[src/rtl/ham_pkg.sv]
// Shared state encoding and ALU opcodes for the Hamming SECDED encode sequencer.
package ham_pkg;

  typedef enum logic [3:0] {
    S_IDLE,
    S_P1,
    S_P2,
    S_P4,
    S_P8,
    S_PKL,
    S_PKM,
    S_P0,
    S_DONE
  } state_t;

  localparam logic [3:0] OP_NOP = 4'b0000;
  localparam logic [3:0] OP_P0  = 4'b1000;
  localparam logic [3:0] OP_P1  = 4'b1001;
  localparam logic [3:0] OP_P2  = 4'b1010;
  localparam logic [3:0] OP_P4  = 4'b1011;
  localparam logic [3:0] OP_P8  = 4'b1100;
  localparam logic [3:0] OP_PKL = 4'b1101;
  localparam logic [3:0] OP_PKM = 4'b1110;

endpackage

[src/rtl/ham_enc_seq.sv]
// Hamming encode sequencer: steps the ALU through parity/packing opcodes and ORs results into LSW/MSW.
// Define HAM_P0_EN to add the overall-parity step (SECDED); otherwise SEC only with out_lsw[0] = 0.
module ham_enc_seq
  import ham_pkg::*;
#(
  parameter int W    = 8,
  parameter int OP_W = 4
) (
  input  logic            clk,
  input  logic            reset_n,
  input  logic            in_valid,
  output logic            in_ready,
  input  logic [10:0]     in_data,
  output logic            out_valid,
  input  logic            out_ready,
  output logic [W-1:0]    out_lsw,
  output logic [W-1:0]    out_msw,
  output logic [OP_W-1:0] alu_op,
  output logic [W-1:0]    alu_a,
  output logic [W-1:0]    alu_b,
  input  logic [W-1:0]    alu_rslt,
  output logic            busy
);

  state_t          state_q, state_d;
  logic [10:0]     msg_q, msg_d;
  logic [W-1:0]    lsw_q, lsw_d;
  logic [W-1:0]    msw_q, msw_d;

  always_ff @(posedge clk) begin
    if (!reset_n) begin
      state_q <= S_IDLE;
      msg_q   <= '0;
      lsw_q   <= '0;
      msw_q   <= '0;
    end else begin
      state_q <= state_d;
      msg_q   <= msg_d;
      lsw_q   <= lsw_d;
      msw_q   <= msw_d;
    end
  end

  always_comb begin
    state_d = state_q;
    msg_d   = msg_q;
    lsw_d   = lsw_q;
    msw_d   = msw_q;
    alu_op  = OP_W'(OP_NOP);
    alu_a   = '0;
    alu_b   = '0;

    // Parity and packing steps all see the raw message as operands.
    if (state_q inside {S_P1, S_P2, S_P4, S_P8, S_PKL, S_PKM}) begin
      alu_a = msg_q[W-1:0];
      alu_b = W'(msg_q[10:8]);
    end

    case (state_q)
      S_IDLE: begin
        if (in_valid) begin
          msg_d   = in_data;
          lsw_d   = '0;
          msw_d   = '0;
          state_d = S_P1;
        end
      end
      S_P1: begin
        alu_op  = OP_W'(OP_P1);
        lsw_d   = lsw_q | alu_rslt;
        state_d = S_P2;
      end
      S_P2: begin
        alu_op  = OP_W'(OP_P2);
        lsw_d   = lsw_q | alu_rslt;
        state_d = S_P4;
      end
      S_P4: begin
        alu_op  = OP_W'(OP_P4);
        lsw_d   = lsw_q | alu_rslt;
        state_d = S_P8;
      end
      S_P8: begin
        alu_op  = OP_W'(OP_P8);
        msw_d   = msw_q | alu_rslt;
        state_d = S_PKL;
      end
      S_PKL: begin
        alu_op  = OP_W'(OP_PKL);
        lsw_d   = lsw_q | alu_rslt;
        state_d = S_PKM;
      end
      S_PKM: begin
        alu_op  = OP_W'(OP_PKM);
        msw_d   = msw_q | alu_rslt;
`ifdef HAM_P0_EN
        state_d = S_P0;
`else
        state_d = S_DONE;
`endif
      end
`ifdef HAM_P0_EN
      S_P0: begin
        // Overall parity spans the whole assembled codeword, so operands are the accumulators.
        alu_op   = OP_W'(OP_P0);
        alu_a    = lsw_q;
        alu_b    = msw_q;
        lsw_d[0] = lsw_q[0] | alu_rslt[0];
        state_d  = S_DONE;
      end
`endif
      S_DONE: begin
        if (out_ready) state_d = S_IDLE;
      end
      default: state_d = S_IDLE;
    endcase
  end

  assign in_ready  = (state_q == S_IDLE);
  assign busy      = (state_q != S_IDLE);
  assign out_valid = (state_q == S_DONE);
  assign out_lsw   = lsw_q;
  assign out_msw   = msw_q;

endmodule
[config.mk]
export PLATFORM = sky130hd
export DESIGN_NAME = ham_enc_seq
export DESIGN_NICKNAME = d
export VERILOG_FILES = /design/src/rtl/ham_pkg.sv /design/src/rtl/ham_enc_seq.sv
export SDC_FILE = /design/constraint.sdc
export NUM_CORES = 1
export LEC_CHECK = 0
export CAP_MARGIN = 20
export CORE_UTILIZATION = 38
export CTS_CLUSTER_SIZE = 28
export DETAILED_ROUTE_END_ITERATION = 10
export PLACE_DENSITY_LB_ADDON = 0.3
export SLEW_MARGIN = 20
export SYNTH_ARGS = -nofsm -noshare
export SYNTH_HDL_FRONTEND = slang
export SYNTH_SLANG_ARGS = --single-unit
export TNS_END_PERCENT = 5
[constraint.sdc]
create_clock -name clk -period 1.93 [get_ports clk]
set_input_delay 0.579 -clock clk [delete_from_list [all_inputs] [get_ports clk]]
set_output_delay 0.579 -clock clk [all_outputs]
set_load 0.02 [all_outputs]
==> results.py <==
metrics = {
    "clocking": {
        "clkSlewWorstSetupHoldPaths_ps": 70,
        "cts_tree": "built",
        "h-tree-depth": 2,
        "cts_buffers": 5,
        "clock_sinks": 31,
        "clk-insertion-delay-late_ps": 280,
        "hold_buffers": 0,
        "max-clock-path-buffers": 2,
        "clockRootBuffer": "clkbuf_8",
    },
    "critical_path": {
        "setup.worst_path.end_class": "output pin",
        "critPathKind": "flop to output pin",
        "worst_ep_arrival_time_ps": 1470,
        "reg2reg_from": "state_q[0]",
        "crit_required_ps": 1350,
        "cp_max_fo": 6,
        "worstRegToRegCells": 6,
        "rr_endpoint": "msg_q[7]",
        "crit_path_start_kind": "flop",
        "r2r_slack_ps": 270,
    },
    "power_and_ir_drop": {
        "p_leak_nw": 0.9558,
        "p_per_area_nw_per_um2": 814.1,
        "vdd_drop_max_v": 0.0005448,
        "p_clk_share_pct": 29.4,
        "pwr-share-seq_pct": 38.9,
        "finalPower_mw": 1.915,
        "power.switching_mw": 0.5782,
        "switching_share_pct": 30.19,
        "combPwrFrac_pct": 31.7,
        "p_int_mw": 1.337,
    },
    "routing": {
        "ant_nets": 0,
        "drt_wl_total_um": 3581,
        "first_pass_iters": 4,
        "routedWlPerCell_um": 12.06,
        "drc": 0,
        "highest_layer": "met4",
        "wl_met1_um": 1644,
        "dr_total_vias": 1400,
        "met2_length_um": 1672,
        "route.met3.wl_um": 214,
        "via_per_inst": 4.714,
        "drt_iter0_drc": 46,
    },
    "floorplanning": {
        "die_y_um": 64.36,
        "fp.coreArea_um2": 3689,
        "dieArea_um2": 4142,
        "fp.dieW_um": 64.36,
        "ioPinCount": 62,
        "start_util_pct": 40.06,
        "rows": 22,
    },
    "timing": {
        "slew_headroom_pct": 59.48,
        "fmax_mhz": 487.9,
        "worst_slew_pin_slew_ps": 605.5,
        "hold_viol_final": 0,
        "rsz0062_at_grt": "yes",
        "slew_violations": 0,
        "skew_ps": 6.201,
        "setup_violations": 14,
        "period_share_pct": 106.2,
        "fin_ws_ps": -119.8,
        "min_period_ps": 2050,
    },
    "synthesis": {
        "ys_ff_latch": 31,
        "syn_inst": 176,
        "netlist_area_um2": 1478,
        "syn-mean-instance-area_um2": 8.396,
        "yosys_warnings": 0,
        "synth_seq_area_share_pct": 42.00,
        "synth_cell_type_count": 31,
    },
    "final_layout": {
        "drive_above_1_share_pct": 26.91,
        "layout_common_cells": "clkdlybuf4s50_1 (38), dfxtp_1 (28), nand2_1 (24)",
        "num_antenna_cells": 0,
        "stdcell_count": 297,
        "synthToLayoutAreaGrowth_pct": 59.19,
        "layout.nets": 271,
        "n_fill_cell": 348,
        "regArea_um2": 626.9,
        "final_common_cell": "clkdlybuf4s50_1",
        "final_cell_area_um2": 2352,
        "multi_input_area_um2": 732.0,
    },
    "placement": {
        "placed_cell_area_um2": 2195,
        "io_buffers": 56,
        "place_inst": 288,
        "gp_congestion": 0.8365,
        "dp_hpwl_um": 2484,
    },
    "hold_path": {
        "hold_class": "flop to flop",
        "hold_path_depth": 2,
        "whs_endpoint": "msg_q[1]",
        "hp-start": "msg_q[1]",
    },
    "global_routing": {
        "grt_pass1_vias": 1350,
        "grtUsageTotal_pct": 18.67,
        "grt_max_degree": 26,
        "grt_antenna_before_repair": 0,
        "overflow": 0,
        "grt_pass1_wl_um": 5989,
    },
    "run_status": {
        "status": "complete, but fails checks",
        "violations": "setup timing",
    },
    "flow_run": {
        "cap_violations": 0,
    },
}
registers in the layout (all words and copies together), names as in the netlist:
register  flops
msg_q        11
out_lsw       8
out_msw       8
state_q       4
cell usage after synthesis:
library cell | n | share of area, %
nor2_8 | 1 | 1.4
nor2b_1 | 2 | 0.85
nand2_1 | 24 | 6.1
nor2_1 | 5 | 1.3
a211oi_1 | 9 | 4.6
buf_2 | 1 | 0.34
buf_6 | 2 | 1.5
o211ai_1 | 8 | 4.1
buf_12 | 1 | 1.4
dfxtp_1 | 31 | 42
and3_1 | 1 | 0.42
nor3_1 | 2 | 0.68
o21bai_1 | 1 | 0.51
inv_1 | 20 | 5.1
o21ai_1 | 1 | 0.34
o21ba_2 | 1 | 0.68
buf_4 | 5 | 2.5
mux2i_1 | 12 | 8.1
nor3b_1 | 1 | 0.51
conb_1 | 1 | 0.25
buf_1 | 1 | 0.25
clkbuf_1 | 7 | 1.8
a2bb2oi_1 | 1 | 0.59
and2_1 | 12 | 5.1
a21oi_1 | 12 | 4.1
or3_1 | 1 | 0.42
nand3_1 | 1 | 0.34
or4_4 | 1 | 0.76
nor4b_1 | 1 | 0.59
nand2b_1 | 2 | 0.85
o21ai_0 | 8 | 2.7
metrics by stage:
step	hold slack [ps]	utilization [%]	TNS (ps)	setup WS, ps
6_report	450.2	63.77	-1395	-119.8
5_1_grt	466.5	63.77	-2061	-170.4
4_1_cts	453.2	63.77	-1319	-111.9
3_5_place_dp	437.7	59.50	-3672	-287.7
3_3_place_gp	436.6	59.50	-3558	-277.3
2_1_floorplan	430.1	-	-77.26	-9.658
critical path: stages (launching register included):
cell	delay [ps]
dfxtp_2	360
and2_4	160
a211oi_4	260
buf_6	160
and2_2	140
buf_6	110
worst max-delay path by stage:
| stage | from | endpoint | slack (ps) | cells after the start |
|---|---|---|---|---|
| after global routing | state_q[2] | alu_a[1] | -170 | 5 |
| after CTS | state_q[0] | alu_a[3] | -110 | 5 |
| after detailed placement | state_q[0] | alu_a[2] | -290 | 5 |
| after global placement | state_q[2] | alu_a[1] | -280 | 5 |
| after floorplan | state_q[0] | alu_a[1] | -10 | 5 |
| final | state_q[2] | alu_a[0] | -120 | 5 |
cell families after synthesis:
family	Yosys count	share of synthesized area, %
AOI/OAI and AO/OA	41	17.53
DFF	31	42.00
buffers and inverters	37	12.87
and+or+nand+nor	54	19.22
other	1	0.2538
muxes	12	8.129
layout make-up:
class / count / area share [%]
clock inverter: 1 / 0.3191
tap: 48 / 2.553
sequential: 31 / 26.65
clock buffer: 7 / 4.096
inverter: 20 / 3.191
timing repair buffer: 78 / 32.07
multi-input combinational: 112 / 31.12
power by group through the flow:
stage          clock network, mW  logic [mW]  registers (mW)
2_1_floorplan                  0       0.300           0.775
3_3_place_gp                   0       0.579           0.751
3_5_place_dp                   0       0.586           0.750
4_1_cts                    0.582       0.608           0.745
5_1_grt                    0.606       0.649           0.753
6_report                   0.563       0.606           0.745
layer usage:
metal  GRT usage (%)  up-vias
li1                -      715
met1           21.86      635
met2           30.79       45
met4           9.722        0
met3           5.179        5
met5               0        -
repair_timing:
action	4_1_cts	5_1_grt
pin swaps	1	0
gates resized for setup	117	3
endpoints found under the setup margin	18	15
buffers inserted	0	0
cloned	1	0
endpoints found under the hold margin	0	0
Note: power is estimated with default switching activity, not from simulation.
